### config.mk
export PLATFORM = sky130hd
export DESIGN_NAME = mcu_scheduler
export DESIGN_NICKNAME = d
export VERILOG_FILES = /design/src/rtl/mcu_scheduler_pkg.sv /design/src/rtl/mcu_position_counter.sv /design/src/rtl/mcu_scheduler.sv
export SDC_FILE = /design/constraint.sdc
export NUM_CORES = 1
export LEC_CHECK = 0
export CAP_MARGIN = 25
export CORE_MARGIN = 3
export CORE_UTILIZATION = 45
export DETAILED_ROUTE_END_ITERATION = 8
export PLACE_DENSITY = 0.78
export SYNTH_ARGS = -nofsm -noshare
export SYNTH_HDL_FRONTEND = slang
export SYNTH_SLANG_ARGS = --single-unit
### constraint.sdc
create_clock -name clk -period 3.2 [get_ports clk]
set_input_delay 0.64 -clock clk [delete_from_list [all_inputs] [get_ports clk]]
set_output_delay 0.64 -clock clk [all_outputs]
set_load 0.05 [all_outputs]
### src/rtl/mcu_scheduler_pkg.sv
// Shared types for the MCU block-order scheduler: FSM states, scan config bundle, default sizes.
package mcu_scheduler_pkg;

  localparam int unsigned CH_DEF      = 3;
  localparam int unsigned MAX_BLK_DEF = 10;
  localparam int unsigned MCU_W_DEF   = 16;
  localparam int unsigned CW_DEF      = $clog2(CH_DEF + 1);

  typedef enum logic [2:0] {
    StIdle,
    StWaitData,
    StDc,
    StAc,
    StRstWait,
    StDone
  } sched_state_e;

  // Scan configuration at the default component count.
  typedef struct packed {
    logic [CW_DEF-1:0]        num_ch;
    logic [CH_DEF-1:0][3:0]   blk_per_ch;
    logic [MCU_W_DEF-1:0]     total_mcus;
    logic [MCU_W_DEF-1:0]     rst_interval;
  } mcu_cfg_t;

endpackage

### src/rtl/mcu_position_counter.sv
// Tracks the (block, component) position inside an MCU plus the MCU and restart-interval counters.
module mcu_position_counter
  import mcu_scheduler_pkg::*;
#(
  parameter int unsigned CH    = CH_DEF,
  parameter int unsigned MCU_W = MCU_W_DEF,
  localparam int unsigned CW   = $clog2(CH + 1)
) (
  input  logic                 clk,
  input  logic                 rst_n,
  input  logic                 clr,
  input  logic                 adv,
  input  logic [CW-1:0]        num_ch,
  input  logic [CH-1:0][3:0]   blk_per_ch,
  input  logic [MCU_W-1:0]     total_mcus,
  input  logic [MCU_W-1:0]     rst_interval,
  output logic [CW-1:0]        ch_idx,
  output logic [MCU_W-1:0]     mcu_cnt,
  output logic                 mcu_end,
  output logic                 scan_end,
  output logic                 interval_end
);

  logic [1:0]       blk_idx_q, blk_idx_d;
  logic [CW-1:0]    ch_idx_q, ch_idx_d;
  logic [MCU_W-1:0] mcu_cnt_q, mcu_cnt_d;
  logic [MCU_W-1:0] rst_cnt_q, rst_cnt_d;
  logic [3:0]       cur_blks;
  logic             last_blk, last_ch;
  logic [MCU_W-1:0] mcu_nxt, rst_nxt;

  always_comb begin
    cur_blks = 4'd0;
    for (int i = 0; i < CH; i++) begin
      if (ch_idx_q == CW'(i)) cur_blks = blk_per_ch[i];
    end
  end

  assign last_blk     = ({2'b00, blk_idx_q} + 4'd1) >= cur_blks;
  assign last_ch      = ch_idx_q == (num_ch - CW'(1));
  assign mcu_nxt      = mcu_cnt_q + MCU_W'(1);
  assign rst_nxt      = rst_cnt_q + MCU_W'(1);
  assign mcu_end      = adv & last_blk & last_ch;
  assign scan_end     = mcu_end & (mcu_nxt == total_mcus);
  // The final MCU of the scan never waits for a marker.
  assign interval_end = mcu_end & ~scan_end & (rst_interval != '0) & (rst_nxt == rst_interval);

  always_comb begin
    blk_idx_d = blk_idx_q;
    ch_idx_d  = ch_idx_q;
    mcu_cnt_d = mcu_cnt_q;
    rst_cnt_d = rst_cnt_q;
    if (clr) begin
      blk_idx_d = '0;
      ch_idx_d  = '0;
      mcu_cnt_d = '0;
      rst_cnt_d = '0;
    end else if (adv) begin
      if (!last_blk) begin
        blk_idx_d = blk_idx_q + 2'd1;
      end else begin
        blk_idx_d = '0;
        ch_idx_d  = last_ch ? '0 : ch_idx_q + CW'(1);
      end
      if (mcu_end) begin
        mcu_cnt_d = mcu_nxt;
        rst_cnt_d = interval_end ? '0 : rst_nxt;
      end
    end
  end

  always_ff @(posedge clk or negedge rst_n) begin
    if (!rst_n) begin
      blk_idx_q <= '0;
      ch_idx_q  <= '0;
      mcu_cnt_q <= '0;
      rst_cnt_q <= '0;
    end else begin
      blk_idx_q <= blk_idx_d;
      ch_idx_q  <= ch_idx_d;
      mcu_cnt_q <= mcu_cnt_d;
      rst_cnt_q <= rst_cnt_d;
    end
  end

  assign ch_idx  = ch_idx_q;
  assign mcu_cnt = mcu_cnt_q;

endmodule

### src/rtl/mcu_scheduler.sv
// Runtime-configured MCU block order and DC/AC phase controller with restart-marker resync.
module mcu_scheduler
  import mcu_scheduler_pkg::*;
#(
  parameter int unsigned CH      = CH_DEF,
  parameter int unsigned MAX_BLK = MAX_BLK_DEF,
  parameter int unsigned MCU_W   = MCU_W_DEF,
  localparam int unsigned CW     = $clog2(CH + 1)
) (
  input  logic                 clk,
  input  logic                 rst_n,
  input  logic [CW-1:0]        cfg_num_ch,
  input  logic [CH-1:0][3:0]   cfg_blk_per_ch,
  input  logic [MCU_W-1:0]     cfg_total_mcus,
  input  logic [MCU_W-1:0]     cfg_rst_interval,
  input  logic                 start,
  input  logic                 abort,
  input  logic                 ibuff_valid,
  input  logic                 huff_valid,
  input  logic                 blk_done,
  input  logic                 marker_seen,
  input  logic [2:0]           marker_num,
  output logic [CW-1:0]        ch,
  output logic [CW-1:0]        ch_out,
  output logic                 freq,
  output logic                 dc_pred_clr,
  output logic                 rst_wait,
  output logic                 busy,
  output logic                 scan_done,
  output logic [MCU_W-1:0]     mcu_cnt,
  output logic                 err
);

  sched_state_e     state_q, state_d;
  logic [CW-1:0]    num_ch_q, num_ch_d;
  logic [CH-1:0][3:0] blk_per_ch_q, blk_per_ch_d;
  logic [MCU_W-1:0] total_q, total_d;
  logic [MCU_W-1:0] interval_q, interval_d;
  logic [2:0]       exp_rst_q, exp_rst_d;
  logic             err_q, err_d;
  logic             dc_clr_q, dc_clr_d;
  logic [CW-1:0]    ch_out_q;

  logic             cfg_ok, blk_ok;
  int unsigned      blk_sum;
  logic             clr_cnt, adv;
  logic [CW-1:0]    ch_idx;
  logic             mcu_end, scan_end, interval_end;

  always_comb begin
    blk_sum = 0;
    blk_ok  = 1'b1;
    for (int unsigned i = 0; i < CH; i++) begin
      if (i < 32'(cfg_num_ch)) begin
        if (cfg_blk_per_ch[i] == 4'd0 || cfg_blk_per_ch[i] > 4'd4) blk_ok = 1'b0;
        blk_sum = blk_sum + 32'(cfg_blk_per_ch[i]);
      end
    end
    cfg_ok = (cfg_num_ch != '0) && (32'(cfg_num_ch) <= CH) && blk_ok &&
             (blk_sum <= MAX_BLK) && (cfg_total_mcus != '0);
  end

  // Next-state and event handling.
  always_comb begin
    state_d      = state_q;
    num_ch_d     = num_ch_q;
    blk_per_ch_d = blk_per_ch_q;
    total_d      = total_q;
    interval_d   = interval_q;
    exp_rst_d    = exp_rst_q;
    err_d        = err_q;
    dc_clr_d     = 1'b0;
    clr_cnt      = 1'b0;
    adv          = 1'b0;
    if (abort) begin
      state_d = StIdle;
      clr_cnt = 1'b1;
    end else begin
      unique case (state_q)
        StIdle, StDone: begin
          if (start) begin
            num_ch_d     = cfg_num_ch;
            blk_per_ch_d = cfg_blk_per_ch;
            total_d      = cfg_total_mcus;
            interval_d   = cfg_rst_interval;
            if (cfg_ok) begin
              err_d     = 1'b0;
              clr_cnt   = 1'b1;
              dc_clr_d  = 1'b1;
              exp_rst_d = '0;
              state_d   = StWaitData;
            end else begin
              err_d   = 1'b1;
              state_d = StIdle;
            end
          end
        end
        StWaitData: if (ibuff_valid) state_d = StDc;
        StDc:       if (huff_valid) state_d = StAc;
        StAc: begin
          // A symbol arriving with blk_done belongs to the finished block.
          if (blk_done) begin
            adv = 1'b1;
            if (scan_end)          state_d = StDone;
            else if (interval_end) state_d = StRstWait;
            else                   state_d = StDc;
          end
        end
        StRstWait: begin
          if (marker_seen) begin
            dc_clr_d  = 1'b1;
            exp_rst_d = exp_rst_q + 3'd1;
            if (marker_num != exp_rst_q) err_d = 1'b1;
            state_d = StDc;
          end
        end
        default: state_d = StIdle;
      endcase
      if (blk_done && state_q != StAc)         err_d = 1'b1;
      if (marker_seen && state_q != StRstWait) err_d = 1'b1;
    end
  end

  always_ff @(posedge clk or negedge rst_n) begin
    if (!rst_n) begin
      state_q      <= StIdle;
      num_ch_q     <= '0;
      blk_per_ch_q <= '0;
      total_q      <= '0;
      interval_q   <= '0;
      exp_rst_q    <= '0;
      err_q        <= 1'b0;
      dc_clr_q     <= 1'b0;
      ch_out_q     <= '0;
    end else begin
      state_q      <= state_d;
      num_ch_q     <= num_ch_d;
      blk_per_ch_q <= blk_per_ch_d;
      total_q      <= total_d;
      interval_q   <= interval_d;
      exp_rst_q    <= exp_rst_d;
      err_q        <= err_d;
      dc_clr_q     <= dc_clr_d;
      ch_out_q     <= ch_idx;
    end
  end

  always_comb begin
    busy      = (state_q != StIdle) && (state_q != StDone);
    scan_done = state_q == StDone;
    rst_wait  = state_q == StRstWait;
    freq      = state_q == StAc;
  end

  mcu_position_counter #(
    .CH    (CH),
    .MCU_W (MCU_W)
  ) u_pos (
    .clk          (clk),
    .rst_n        (rst_n),
    .clr          (clr_cnt),
    .adv          (adv),
    .num_ch       (num_ch_q),
    .blk_per_ch   (blk_per_ch_q),
    .total_mcus   (total_q),
    .rst_interval (interval_q),
    .ch_idx       (ch_idx),
    .mcu_cnt      (mcu_cnt),
    .mcu_end      (mcu_end),
    .scan_end     (scan_end),
    .interval_end (interval_end)
  );

  assign ch          = ch_idx;
  assign ch_out      = ch_out_q;
  assign dc_pred_clr = dc_clr_q;
  assign err         = err_q;

endmodule

Yosys cells after proc, flatten, opt, wreduce, memory -nomap -nowiden
Cells that the tools add are included.
{"block": "classes", "addsub": 9, "magnitude_cmp": 8, "eq_ne": 25, "n_mux": 57, "bitwise_logic": 8, "reduce_logical": 30}
{"op": "16-bit 2-to-1 mux", "count": 7}
{"op": "32-bit by 4-bit adder with 32-bit output", "count": 2}
{"op": "32-bit 2-to-1 mux", "count": 2}
{"op": "3-bit 2-to-1 mux", "count": 11}
{"op": "16-bit by 1-bit adder with 16-bit output, second input constant", "count": 2}
{"op": "16-bit equality test", "count": 2}
{"op": "32-bit by 4-bit less-or-equal comparator with 1-bit output, second input constant", "count": 1}
{"op": "16-bit nonzero test", "count": 2}
{"op": "1-bit 2-to-1 mux", "count": 22}
{"op": "3-bit inequality test, second input constant", "count": 7}
{"op": "4-bit 2-to-1 mux", "count": 4}
{"op": "3-bit case mux with 5 select lines", "count": 1}
{"op": "5-bit AND reduction", "count": 3}
{"op": "2-bit 2-to-1 mux", "count": 7}
{"op": "4-bit by 3-bit > comparator with 1-bit output, second input constant", "count": 3}
{"op": "4-bit logical NOT", "count": 3}
{"op": "2-bit nonzero test", "count": 5}
{"op": "1-bit bitwise AND", "count": 6}
{"op": "3-bit by 2-bit equality test with 1-bit output, second input constant", "count": 2}
{"op": "3-bit equality test, second input constant", "count": 2}
{"op": "1-bit logical AND", "count": 6}
{"op": "2-bit inequality test, second input constant", "count": 3}
{"op": "3-bit case mux with 2 select lines", "count": 1}
{"op": "2-bit by 1-bit adder with 2-bit output, second input constant", "count": 2}
{"op": "25 further kinds", "count": 31}
{"block": "word_totals", "reg_bits": 92, "elab_cells": 152}

Longest topological paths before layout
{"block": "logic_depth", "ltp_word": 17, "ltp_mapped": 19}

Modules after synthesis
Synthesis repeated with hierarchy kept, for this count alone.
{"block": "hier_totals", "cells_unflattened": 640, "hier_area_um2": 6177.2}
{"mod": "mcu_position_counter", "n_inst": 1, "cells_per_inst": 383, "area_per_inst_um2": 3196.8, "seq_area_each_um2": 900.9}
{"mod": "mcu_scheduler", "n_inst": 1, "cells_per_inst": 257, "area_per_inst_um2": 2980.4, "seq_area_each_um2": 1401.3}

Least setup slack after synthesis
No wires, ideal clock.
{"block": "synth_path", "path_kind": "input -> register", "start": "in cfg_num_ch[1]", "end": "reg u_pos.blk_idx_q[1]", "setup_ns": 0.121, "t_arrival_ns": 4.344, "t_required_ns": 3.079, "setup_slack_ns": -1.266, "stages": 19, "n_path_buf": 2, "cell_sequence": "clkbuf_1 nor2_1 nor2b_1 ha_1 a21o_1 a21oi_1 xnor2_1 nand2_1 nand2_1 ha_1 a21oi_1 o21ai_0 a211o_1 a211o_1 a2111oi_0 nand2_1 nand2_1 buf_2 nor2_1"}
{"block": "synth_via", "elab_chain_cells": 14}
{"item": "from (decl)", "line": "mcu_scheduler.sv:12", "text": "input logic [CW-1:0] cfg_num_ch,"}
{"item": "1-bit by 2-bit < comparator with 1-bit output", "line": "mcu_scheduler.sv:54", "text": "if (i < 32'(cfg_num_ch)) begin"}
{"item": "4-bit 2-to-1 mux or 1-bit 2-to-1 mux (tied branches)", "line": "mcu_scheduler.sv:54"}
{"item": "32-bit by 4-bit adder with 32-bit output or 1-bit 2-to-1 mux (tied branches)", "line": "mcu_scheduler.sv:56, mcu_scheduler.sv:55"}
{"item": "32-bit 2-to-1 mux or 1-bit 2-to-1 mux (tied branches)", "line": "mcu_scheduler.sv:54"}
{"item": "32-bit by 4-bit adder with 32-bit output or 1-bit 2-to-1 mux (tied branches)", "line": "mcu_scheduler.sv:56, mcu_scheduler.sv:55"}
{"item": "32-bit 2-to-1 mux or 1-bit 2-to-1 mux (tied branches)", "line": "mcu_scheduler.sv:54"}
{"item": "32-bit by 4-bit less-or-equal comparator with 1-bit output or 1-bit logical AND (tied branches)", "line": "mcu_scheduler.sv:60, mcu_scheduler.sv:59"}
{"item": "1-bit logical AND (*)", "line": "mcu_scheduler.sv:59", "text": "cfg_ok = (cfg_num_ch != '0) && (32'(cfg_num_ch) <= CH) && blk_ok &&"}
{"item": "1-bit logical AND (*)", "line": "mcu_scheduler.sv:60", "text": "(blk_sum <= MAX_BLK) && (cfg_total_mcus != '0);"}
{"item": "1-bit 2-to-1 mux (*)", "line": "mcu_scheduler.sv:86", "text": "if (cfg_ok) begin"}
{"item": "1-bit 2-to-1 mux (*)", "line": "mcu_scheduler.sv:81", "text": "if (start) begin"}
{"item": "1-bit 2-to-1 mux (*)", "line": "mcu_scheduler.sv:79", "text": "unique case (state_q)"}
{"item": "1-bit 2-to-1 mux (*)", "line": "mcu_scheduler.sv:75", "text": "if (abort) begin"}
{"item": "2-bit 2-to-1 mux or 2-bit nonzero test (tied branches)"}
{"item": "to (signal assigned)", "line": "mcu_position_counter.sv:79", "text": "blk_idx_q <= blk_idx_d;"}
{"item": "to (decl)", "line": "mcu_position_counter.sv:24", "text": "logic [1:0] blk_idx_q, blk_idx_d;"}
Every way passes the cells marked *; elsewhere a longest branch is shown, timed or not.
A chain may end at the register's enable or synchronous reset.

Final worst setup path
{"block": "layout_path", "start": "in cfg_blk_per_ch[3] (netlist bit)", "end": "reg u_pos.mcu_cnt_q[14] (netlist: u_pos.mcu_cnt[14])"}
{"block": "layout_via", "elab_chain_cells": 17}
{"item": "from (decl)", "line": "mcu_scheduler.sv:13", "text": "input logic [CH-1:0][3:0] cfg_blk_per_ch,"}
{"item": "branches (longest 9 deep; another with 32-bit by 4-bit adder with 32-bit output)"}
{"item": "1-bit logical AND (*)", "line": "mcu_scheduler.sv:59"}
{"item": "1-bit logical AND (*)", "line": "mcu_scheduler.sv:60"}
{"item": "1-bit 2-to-1 mux (*)", "line": "mcu_scheduler.sv:86"}
{"item": "1-bit 2-to-1 mux (*)", "line": "mcu_scheduler.sv:81"}
{"item": "1-bit 2-to-1 mux (*)", "line": "mcu_scheduler.sv:79"}
{"item": "1-bit 2-to-1 mux (*)", "line": "mcu_scheduler.sv:75"}
{"item": "2-bit nonzero test (no line)"}
{"item": "2-bit AND reduction (no line)"}
{"item": "to (signal assigned)", "line": "mcu_position_counter.sv:81", "text": "mcu_cnt_q <= mcu_cnt_d;"}
{"item": "to (decl)", "line": "mcu_position_counter.sv:26", "text": "logic [MCU_W-1:0] mcu_cnt_q, mcu_cnt_d;"}
Mark *: on every way between the ends.

==> results.sh <==
export IMPL_outcome="finished with violations"
export IMPL_violations="setup timing"
export IMPL_synth_warnings=0
export IMPL_critPathSlowestCell="sky130_fd_sc_hd__clkdlybuf4s50_1"
export IMPL_crit_path_cell_trace="clkdlybuf4s50_1 -> nor2b_4 -> ha_4 -> xnor2_1 -> nand2_1 -> nand2_2 -> ha_4 -> a21oi_4 -> o21ai_2 -> a211o_1 -> a211o_1 -> a2111oi_4 -> buf_4 -> nand2_2 -> nand2_4 -> buf_12 -> buf_12 -> nor2_4"
export IMPL_worst_ir_drop_vdd_v=0.000286
export IMPL_most_used_flip_flop_cell_after_synthesis="sky130_fd_sc_hd__dfrtp_1"
export IMPL_fin_cells=956
export IMPL_timing_critical_path_required_ns=3.43
export IMPL_hold_buffers=0
export IMPL_place_port_buffers=82
export IMPL_dp_cells=923
export IMPL_share_of_async_settable_or_async_resettable_flops_after_synthesis_pct=100
export IMPL_clk_transition_reported_paths_ns=0.06
export IMPL_criticalPathCategory="in -> reg"
export IMPL_power_sequential_fraction_pct=43.0
export IMPL_floorplan_rows=41
export IMPL_type_of_element_capturing_the_critical_path="register"
export IMPL_layout_drive_gt1_share_pct=28.6
export IMPL_max_cap_violations=0
export IMPL_cell_area_placed_um2=7380
export IMPL_areaGrowthSynthToFinish_pct=39.6
export IMPL_worst_r2r_path_depth=16
export IMPL_setup_violations_final=42
export IMPL_place_congestion=0.906
export IMPL_number_of_distinct_library_cells_after_synthesis=66
export IMPL_residual_overflow_from_global_routing=0
export IMPL_aggregate_global_route_resource_usage_pct=23.9
export IMPL_detail_route_iter0_violations=356
export IMPL_clock_skew_final_ns=0.00590
export IMPL_num_antenna_cells=0
export IMPL_fin_util_pct=65.0
export IMPL_mappedNetlistArea_um2=5940
export IMPL_detail_route_first_pass_iterations=5
export IMPL_initial_antenna_violation_count=0
export IMPL_clock_tree_buffer_depth=2
export IMPL_synthCells=642
export IMPL_grt_pass1_vias=5746
export IMPL_combPwrFrac_pct=23.3
export IMPL_synth_seq_cells=92
export IMPL_cell_at_the_root_of_the_clock_tree="sky130_fd_sc_hd__clkbuf_16"
export IMPL_critPathArrivalTime_ns=3.93
export IMPL_timing_hold_violations_final=0
export IMPL_die_h_um=121
export IMPL_worstSetupPathDepth=18
export IMPL_worst_setup_path_start_kind="input pin"
export IMPL_hold_class="in -> async"
export IMPL_mostFrequentLayoutCell="sky130_fd_sc_hd__dfrtp_1"
export IMPL_worst_path_max_fanout=7
export IMPL_routed_wire_length_per_instance_um=18.1
export IMPL_synth_edff_count=0
export IMPL_peak_freq_mhz=270
export IMPL_fp_dieArea_um2=14600
export IMPL_num_nets_final=858
export IMPL_place_worst_setup_slack_ns=-1.12
export IMPL_via_count=5546
export IMPL_hold_worst_slack_ns=0.365
export IMPL_synth_sequential_area_ratio_pct=38.7
export IMPL_cellLeakagePower_nw=3.26
export IMPL_initial_core_util_pct=46.5
export IMPL_synth_net_count=721
export IMPL_detailedPlacementHpwl_mm=11.7
export IMPL_max_slew_margin_pct=49.8
export IMPL_worst_slack_ns=-0.503
export IMPL_clockPowerShare_pct=33.7
export IMPL_tightest_slew_ns=0.753
export IMPL_fp_coreArea_um2=12800
export IMPL_rsz0062_at_grt="yes"
export IMPL_boundaryPins=83
export IMPL_clock_insertion_delay_worst_skew_ns=0.35
export IMPL_grt_pass1_wl_mm=28.3
export IMPL_cts_max_level=3
export IMPL_critPathTopFamily="compound AO/OA/AOI/OAI gates"
export IMPL_regToRegSetupSlack_ns=-0.08
export IMPL_grt_start_max_net_pins=59
export IMPL_power_net_switching_mw=0.909
export IMPL_width_of_the_chip_um=121
export IMPL_route_detailed_vias_per_inst=5.80
export IMPL_drt_antenna_violating_nets=0
export IMPL_p_per_area_nw_per_um2=388
export IMPL_synth_area_per_cell_um2=9.26
export IMPL_route_detailed_drc=0
export IMPL_post_route_cell_area_um2=8300
export IMPL_most_common_layout_cells="sky130_fd_sc_hd__dfrtp_1 (89), sky130_fd_sc_hd__clkdlybuf4s50_1 (73), sky130_fd_sc_hd__buf_4 (63)"
export IMPL_cp_slowest_stage_delay_ns=0.53
export IMPL_cell_internal_pwr_mw=2.31
export IMPL_postRouteWirelength_mm=17.3
export IMPL_sw_frac_of_total_pct=28.2
export IMPL_slew_viol_final=0
export IMPL_cts_buffers_inserted=9
export IMPL_min_period_over_period_pct=116
export IMPL_cts_tree="yes"
export IMPL_clkSinkCount=92
export IMPL_n_fill_cell=916
export IMPL_combined_buffer_and_inverter_count_along_the_critical_path=4
export IMPL_min_period_ns=3.70
## layer usage
layer / track usage [%] / wire length [um] / up-vias
li1: - / - / 2555
met1: 29.7 / 7090 / 2714
met2: 41.3 / 8810 / 233
met3: 4.01 / 955 / 44
met4: 9.28 / 456 / 0
met5: 0 / 0 / -
## power by group through the flow
stage,combinational (mW),sequential [mW],clock (mW)
detailed placement,0.647,1.40,0
floorplan,0.417,1.36,0
global placement,0.621,1.39,0
CTS,0.732,1.38,1.09
finish,0.751,1.38,1.08
global route,0.819,1.39,1.15
## final timing paths
kind                              startpoint                   to
max                        cfg_blk_per_ch[3]    u_pos.mcu_cnt[14]
max in group asynchronous              rst_n          total_q[14]
max reg2reg                  u_pos.ch_idx[0]  u_pos.rst_cnt_q[12]
min                                    rst_n       interval_q[11]
min reg2reg                  blk_per_ch_q[6]      blk_per_ch_q[6]
min in group clk             blk_per_ch_q[6]      blk_per_ch_q[6]
## layout make-up
type | count | area, um2 | share of cell area, %
repair buffers | 155 | 1460 | 17.6
multi-input cells | 497 | 3930 | 47.3
inverters | 24 | 92.6 | 1.12
flip-flops and latches | 92 | 2310 | 27.8
well taps | 172 | 215 | 2.59
clock inverters | 3 | 46.3 | 0.558
clock buffers | 13 | 250 | 3.02
## metrics by stage
stage | power [mW] | setup TNS, ns
after floorplan | 1.78 | -19.61
after global placement | 2.01 | -41.91
after detailed placement | 2.05 | -45.39
after CTS | 3.21 | -16.75
after global routing | 3.36 | -21.83
final | 3.22 | -18.35
## kinds of logic (layout without fill, tap and decap cells)
family	Yosys count	after routing	synth area share, %
mux	52	52	9.72
compound gates	103	103	11.3
xor+xnor	67	67	9.87
simple gates	252	252	21.6
buf+inv	53	195	3.73
flops	92	92	38.7
fa+ha+maj	23	23	5.05
## flip-flops by register name (all words and copies together) (netlist names)
signal,flops
u_pos.ch_idx,2
u_pos.rst_cnt_q,16
blk_per_ch_q,12
u_pos.mcu_cnt,16
err,1
state_q,3
num_ch_q,2
total_q,16
u_pos.blk_idx_q,2
ch_out,2
dc_pred_clr,1
exp_rst_q,3
interval_q,16
## Yosys cell counts (4+ instances only)
cell                       instances  area (um2)
sky130_fd_sc_hd__o22ai_1           4        25.0
sky130_fd_sc_hd__nor4_1           13        81.3
sky130_fd_sc_hd__ha_1             20         250
sky130_fd_sc_hd__nand3b_1          5        37.5
sky130_fd_sc_hd__xnor2_1          40         350
sky130_fd_sc_hd__nor2_1           56         210
sky130_fd_sc_hd__o21ai_0          15        75.1
sky130_fd_sc_hd__a211oi_1          4        30.0
sky130_fd_sc_hd__and3_1            5        31.3
sky130_fd_sc_hd__or3_1             6        37.5
sky130_fd_sc_hd__nor2b_1          15        93.8
sky130_fd_sc_hd__nand3_1          29         145
sky130_fd_sc_hd__mux2i_1           6        60.1
sky130_fd_sc_hd__nor3_1           19        95.1
sky130_fd_sc_hd__clkbuf_1         13        48.8
sky130_fd_sc_hd__dfrtp_1          92        2300
sky130_fd_sc_hd__or4_1             5        37.5
sky130_fd_sc_hd__mux2_2           46         518
sky130_fd_sc_hd__buf_1             5        18.8
sky130_fd_sc_hd__nand4_1          11        68.8
sky130_fd_sc_hd__buf_2             9        45.0
sky130_fd_sc_hd__inv_1            24        90.1
sky130_fd_sc_hd__or2_2             5        31.3
sky130_fd_sc_hd__a31oi_1          14        87.6
sky130_fd_sc_hd__a21oi_1          34         170
sky130_fd_sc_hd__nand2_1          59         221
sky130_fd_sc_hd__xor2_1           27         236
sky130_fd_sc_hd__nor3b_1           6        45.0
## what timing repair did
item	CTS	global route
cloned	3	0
pin swaps	39	30
gates resized for setup	90	33
setup endpoints to repair	43	44
setup buffers	13	7
Power figures use the tool's default switching activity.
